[src/rtl/mem_arbiter.sv]
// Two-port arbiter in front of a single-port data memory: port 0 is fetch,
// port 1 is load/store. Round-robin on ties, reads tracked through a fixed latency.
module mem_arbiter #(
  parameter int WIDTH       = 16,
  parameter int ADDR_WIDTH  = 16,
  parameter int MEM_LATENCY = 1
) (
  input  logic                  c,
  input  logic                  r,
  // Handshake: a port raises reqN with weN/addrN/wdataN and holds them stable
  // until gntN is seen high in the same cycle; that cycle is the transfer.
  // A read result comes back later as rvalidN with rdata, exactly one cycle.
  input  logic                  req0,
  input  logic                  we0,
  input  logic [ADDR_WIDTH-1:0] addr0,
  input  logic [WIDTH-1:0]      wdata0,
  output logic                  gnt0,
  output logic                  rvalid0,
  input  logic                  req1,
  input  logic                  we1,
  input  logic [ADDR_WIDTH-1:0] addr1,
  input  logic [WIDTH-1:0]      wdata1,
  output logic                  gnt1,
  output logic                  rvalid1,
  output logic [WIDTH-1:0]      rdata,
  output logic                  mem_en,
  output logic                  mem_we,
  output logic [ADDR_WIDTH-1:0] mem_addr,
  output logic [WIDTH-1:0]      mem_wdata,
  input  logic [WIDTH-1:0]      mem_rdata,
  output logic [0:0]            dbg_state_o
);

  localparam logic [0:0] ST_IDLE    = 1'b0;
  localparam logic [0:0] ST_RD_WAIT = 1'b1;
  localparam logic [1:0] LAT        = 2'(MEM_LATENCY);

  if (MEM_LATENCY < 1 || MEM_LATENCY > 3) begin : g_bad_latency
    $error("mem_arbiter: MEM_LATENCY must be in 1..3");
  end

  logic [0:0] state_q, state_d;
  logic [1:0] cnt_q, cnt_d;
  logic       last_q, last_d;
  logic       owner_q, owner_d;

  logic       ret_w;
  logic       allow_w;
  logic       pick1_w;
  logic       gnt_any_w;
  logic       gnt_we_w;

  // ret_w marks the cycle the outstanding read's data is on mem_rdata; a new
  // grant is allowed in that same cycle so reads can issue back to back.
  assign ret_w   = (state_q == ST_RD_WAIT) && (cnt_q == 2'd1);
  assign allow_w = r && ((state_q == ST_IDLE) || ret_w);
  assign pick1_w = (req0 && req1) ? ~last_q : req1;

  assign gnt0      = allow_w && req0 && !pick1_w;
  assign gnt1      = allow_w && req1 && pick1_w;
  assign gnt_any_w = gnt0 || gnt1;
  assign gnt_we_w  = gnt1 ? we1 : we0;

  always_comb begin
    mem_en    = gnt_any_w;
    mem_we    = 1'b0;
    mem_addr  = '0;
    mem_wdata = '0;
    if (gnt1) begin
      mem_we    = we1;
      mem_addr  = addr1;
      mem_wdata = wdata1;
    end else if (gnt0) begin
      mem_we    = we0;
      mem_addr  = addr0;
      mem_wdata = wdata0;
    end
  end

  assign rvalid0     = ret_w && !owner_q;
  assign rvalid1     = ret_w && owner_q;
  assign rdata       = ret_w ? mem_rdata : '0;
  assign dbg_state_o = state_q;

  always_comb begin
    state_d = state_q;
    cnt_d   = cnt_q;
    last_d  = last_q;
    owner_d = owner_q;
    if (gnt_any_w) begin
      last_d = gnt1;
    end
    if (gnt_any_w && !gnt_we_w) begin
      state_d = ST_RD_WAIT;
      cnt_d   = LAT;
      owner_d = gnt1;
    end else if (ret_w) begin
      // Response delivered; a write granted alongside it needs no tracking.
      state_d = ST_IDLE;
      cnt_d   = 2'd0;
    end else if (state_q == ST_RD_WAIT) begin
      cnt_d = cnt_q - 2'd1;
    end
  end

  always_ff @(posedge c or negedge r) begin
    if (!r) begin
      state_q <= ST_IDLE;
      cnt_q   <= 2'd0;
      last_q  <= 1'b1;
      owner_q <= 1'b0;
    end else begin
      state_q <= state_d;
      cnt_q   <= cnt_d;
      last_q  <= last_d;
      owner_q <= owner_d;
    end
  end

  a_one_grant : assert property (@(posedge c) disable iff (!r) !(gnt0 && gnt1));
  a_one_rvalid : assert property (@(posedge c) disable iff (!r) !(rvalid0 && rvalid1));

endmodule

[config.mk]
export PLATFORM = sky130hd
export DESIGN_NAME = mem_arbiter
export DESIGN_NICKNAME = d
export VERILOG_FILES = /design/src/rtl/mem_arbiter.sv
export SDC_FILE = /design/constraint.sdc
export NUM_CORES = 1
export LEC_CHECK = 0
export CORE_AREA = 2 2 54 56
export DETAILED_ROUTE_END_ITERATION = 10
export DIE_AREA = 0 0 56 58
export DONT_BUFFER_PORTS = 1
export SLEW_MARGIN = 20
export SYNTH_ARGS = -nofsm -noshare
export SYNTH_HDL_FRONTEND = slang
export SYNTH_SLANG_ARGS = --single-unit
[constraint.sdc]
create_clock -name c -period 3.5 [get_ports c]
set_input_delay 1.05 -clock c [delete_from_list [all_inputs] [get_ports c]]
set_output_delay 1.05 -clock c [all_outputs]
set_load 0.02 [all_outputs]
==> insert_results.sql <==
INSERT INTO impl_metrics (metric_group, metric, value, unit) VALUES
('status', 'status', 'finished, final reports clean', ''),
('global_routing', 'use_met1', '0.187', ''),
('timing', 'final-setup-viol-count', '0', ''),
('clock_tree', 'tritoncts', 'done', ''),
('setup_path', 'worstReg2RegStart', 'cnt_q[1]', ''),
('setup_path', 'worst_ep_arrival_time', '2.08', 'ns'),
('cells_and_area', 'area_added_between_synthesis_and_finish', '1.64', '%'),
('yosys', 'number_of_synthesized_flops_with_an_enable_pin', '0', ''),
('floorplanning', 'die_width', '56', 'µm'),
('clock_tree', 'htreeDepth', '1', ''),
('yosys', 'synth_seq_area_share', '0.166', ''),
('cells_and_area', 'final.fill_count', '288', ''),
('setup_path', 'element_type_at_the_critical_path_start', 'primary input', ''),
('setup_path', 'crit_required', '2.45', 'ns'),
('floorplanning', 'design.die.area', '0.00325', 'mm²'),
('yosys', 'synth.net_count', '176', ''),
('power', 'power.static_leakage', '0.379', 'nW'),
('setup_path', 'rrSetupSlack', '2.19', 'ns'),
('global_routing', 'grt_first_pass_wirelength', '3.88', 'mm'),
('timing', 'fin_skew', '0.00166', 'ns'),
('cells_and_area', 'final_layout_size_suffix_gt1_frac', '0.129', ''),
('drt', 'drt_pre_antenna_iters', '4', ''),
('timing', 'slew_headroom', '0.666', ''),
('setup_path', 'critical_path_peak_fanout', '34', ''),
('clock_tree', 'cts_sinks', '5', ''),
('clock_tree', 'max-clock-path-buffers', '2', ''),
('cells_and_area', 'ff_latch_area', '126', 'µm²'),
('timing', 'final.period_utilization', '0.895', ''),
('placed_design', 'place.detailed.hpwl', '2.57', 'mm'),
('setup_path', 'worst-r2r-cell-count', '5', ''),
('placed_design', 'place_inst', '112', ''),
('timing', 'period_minus_slack', '3.13', 'ns'),
('drt', 'detail-route-antenna-nets', '0', ''),
('yosys', 'ys_seq_elements', '5', ''),
('cells_and_area', 'final_nets', '173', ''),
('floorplanning', 'initial_core_util', '0.287', ''),
('drt', 'viasPerCell', '6.85', ''),
('yosys', 'syn_inst', '89', ''),
('setup_path', 'critical_path.slowest_cell', 'inv_2', ''),
('yosys', 'synth_top_flop_cell', 'dfrtp_1', ''),
('clock_tree', 'cts_repair_resize_count', '0', ''),
('global_routing', 'grt_antenna_before_repair', '0', ''),
('setup_path', 'cp_cell_sequence', 'nand2_1, nand4_2, inv_2, a22o_1', ''),
('power', 'vdd_ir_drop_max', '0.406', 'mV'),
('timing', 'setup_total_negative_slack', '0', 'ns'),
('setup_path', 'max_stage_delay', '0.43', 'ns'),
('yosys', 'async_flop_share', '1.00', ''),
('timing', 'finalHoldViolCount', '0', ''),
('yosys', 'mapped_avg_cell_area', '8.58', 'µm²'),
('clock_tree', 'cts_buffers', '3', ''),
('global_routing', 'met2_usage', '0.289', ''),
('floorplanning', 'floorplan.io_pins', '141', ''),
('min_path', 'hp-class', 'in2async', ''),
('clock_tree', 'cts.hold.buffers_added', '0', ''),
('yosys', 'netlist_area', '763', 'µm²'),
('timing', 'rsz_0062_raised_after_global_routing', 'false', ''),
('drt', 'remaining_drc_errors', '0', ''),
('floorplanning', 'floorplan.core_area', '0.00266', 'mm²'),
('placed_design', 'placement.io_buffers', '0', ''),
('global_routing', 'globalRoute.totalOverflow', '0', ''),
('clock_tree', 'post-cts-setup-buffers', '0', ''),
('power', 'powerDensity', '807', 'mW/mm²'),
('yosys', 'yosysUniqueCellTypes', '25', ''),
('timing', 'final_report_max_slew_violation_count', '0', ''),
('placed_design', 'gp_routability_congestion', '0.786', ''),
('cells_and_area', 'final_cell_count_no_fill', '116', ''),
('global_routing', 'globalRouteTotalUtil', '0.158', ''),
('setup_path', 'worst_path_dominant_cell_family', 'buffers and inverters', ''),
('cells_and_area', 'total_inserted_antenna_cells', '0', ''),
('job', 'maxCapViolCount', '0', ''),
('global_routing', 'vias_in_the_first_global_route', '761', '');
how the worst max path moves through the flow:
stage,from,end,cells after the start
after global placement,req0,mem_addr[15],4
after detailed placement,req0,mem_addr[15],4
final,req0,mem_wdata[15],4
after global routing,req0,mem_wdata[15],4
after floorplan,req0,mem_wdata[10],5
after CTS,req0,mem_addr[15],4
layout by cell type, fill, tap and decap left out, types with 2 or more instances in the layout:
cell / count
nand2b_1: 2
dfrtp_1: 4
and3_1: 17
a22o_1: 33
o211ai_1: 2
nor2_1: 2
clkbuf_4: 3
buf_4: 3
nand2_1: 3
flip-flops by register name, indices dropped and copies added (netlist names):
register     cells
dbg_state_o      1
last_q           1
cnt_q            2
owner_q          1
power breakdown:
part | total, W | switching (W) | internal (W)
combinational | 0.000450 | 0.000313 | 0.000136
clock | 0.0000653 | 0.0000223 | 0.0000430
sequential | 0.000111 | 0.0000223 | 0.0000884
total | 0.000626 | 0.000358 | 0.000268
kinds of logic (layout without fill, tap and decap cells):
group                    Yosys count  count (layout)  synth area share
buffers and inverters             13               9             0.108
AO/OA/AOI/OAI                     40              40             0.451
flip-flops                         5               5             0.166
AND/OR/NAND/NOR                   29              29             0.246
multiplexers                       1               1            0.0131
adder cells (fa/ha/maj)            1               1            0.0164
cells in the mapped netlist, drive strengths merged (2+ instances only):
library cell	number	share of area
buf	7	0.079
nand4	2	0.025
nor2	2	0.0098
nand2	3	0.015
and3	17	0.14
a22o	33	0.38
inv	2	0.0098
clkbuf	4	0.020
nand2b	3	0.034
o211ai	2	0.020
dfrtp	4	0.13
stage by stage:
| step | utilization | worst slack [ns] | hold slack, ns | area [µm²] | total power (W) |
|---|---|---|---|---|---|
| 6_report | 0.291 | 0.369 | 0.505 | 776 | 0.000626 |
| 5_1_grt | 0.291 | 0.275 | 0.485 | 776 | 0.000671 |
| 4_1_cts | 0.291 | 0.366 | 0.492 | 776 | 0.000633 |
| 3_5_place_dp | 0.281 | 0.358 | 0.551 | 749 | 0.000564 |
| 3_3_place_gp | 0.281 | 0.414 | 0.540 | 749 | 0.000547 |
| 2_1_floorplan | - | 0.551 | 0.471 | 763 | 0.000520 |
area by class of cell:
cell class / instances / area share
sequential: 5 / 0.163
tap: 31 / 0.0500
timing repair buffer: 3 / 0.0290
clock buffer: 4 / 0.0339
multi-input combinational: 71 / 0.715
inverter: 2 / 0.00968
metal layers:
layer  wire (µm)  up-vias
li1            -      352
met1        1130      367
met2        1560       74
met3         249        2
met4          33        0
met5           0        -
Note: power is estimated with default switching activity, not from simulation.
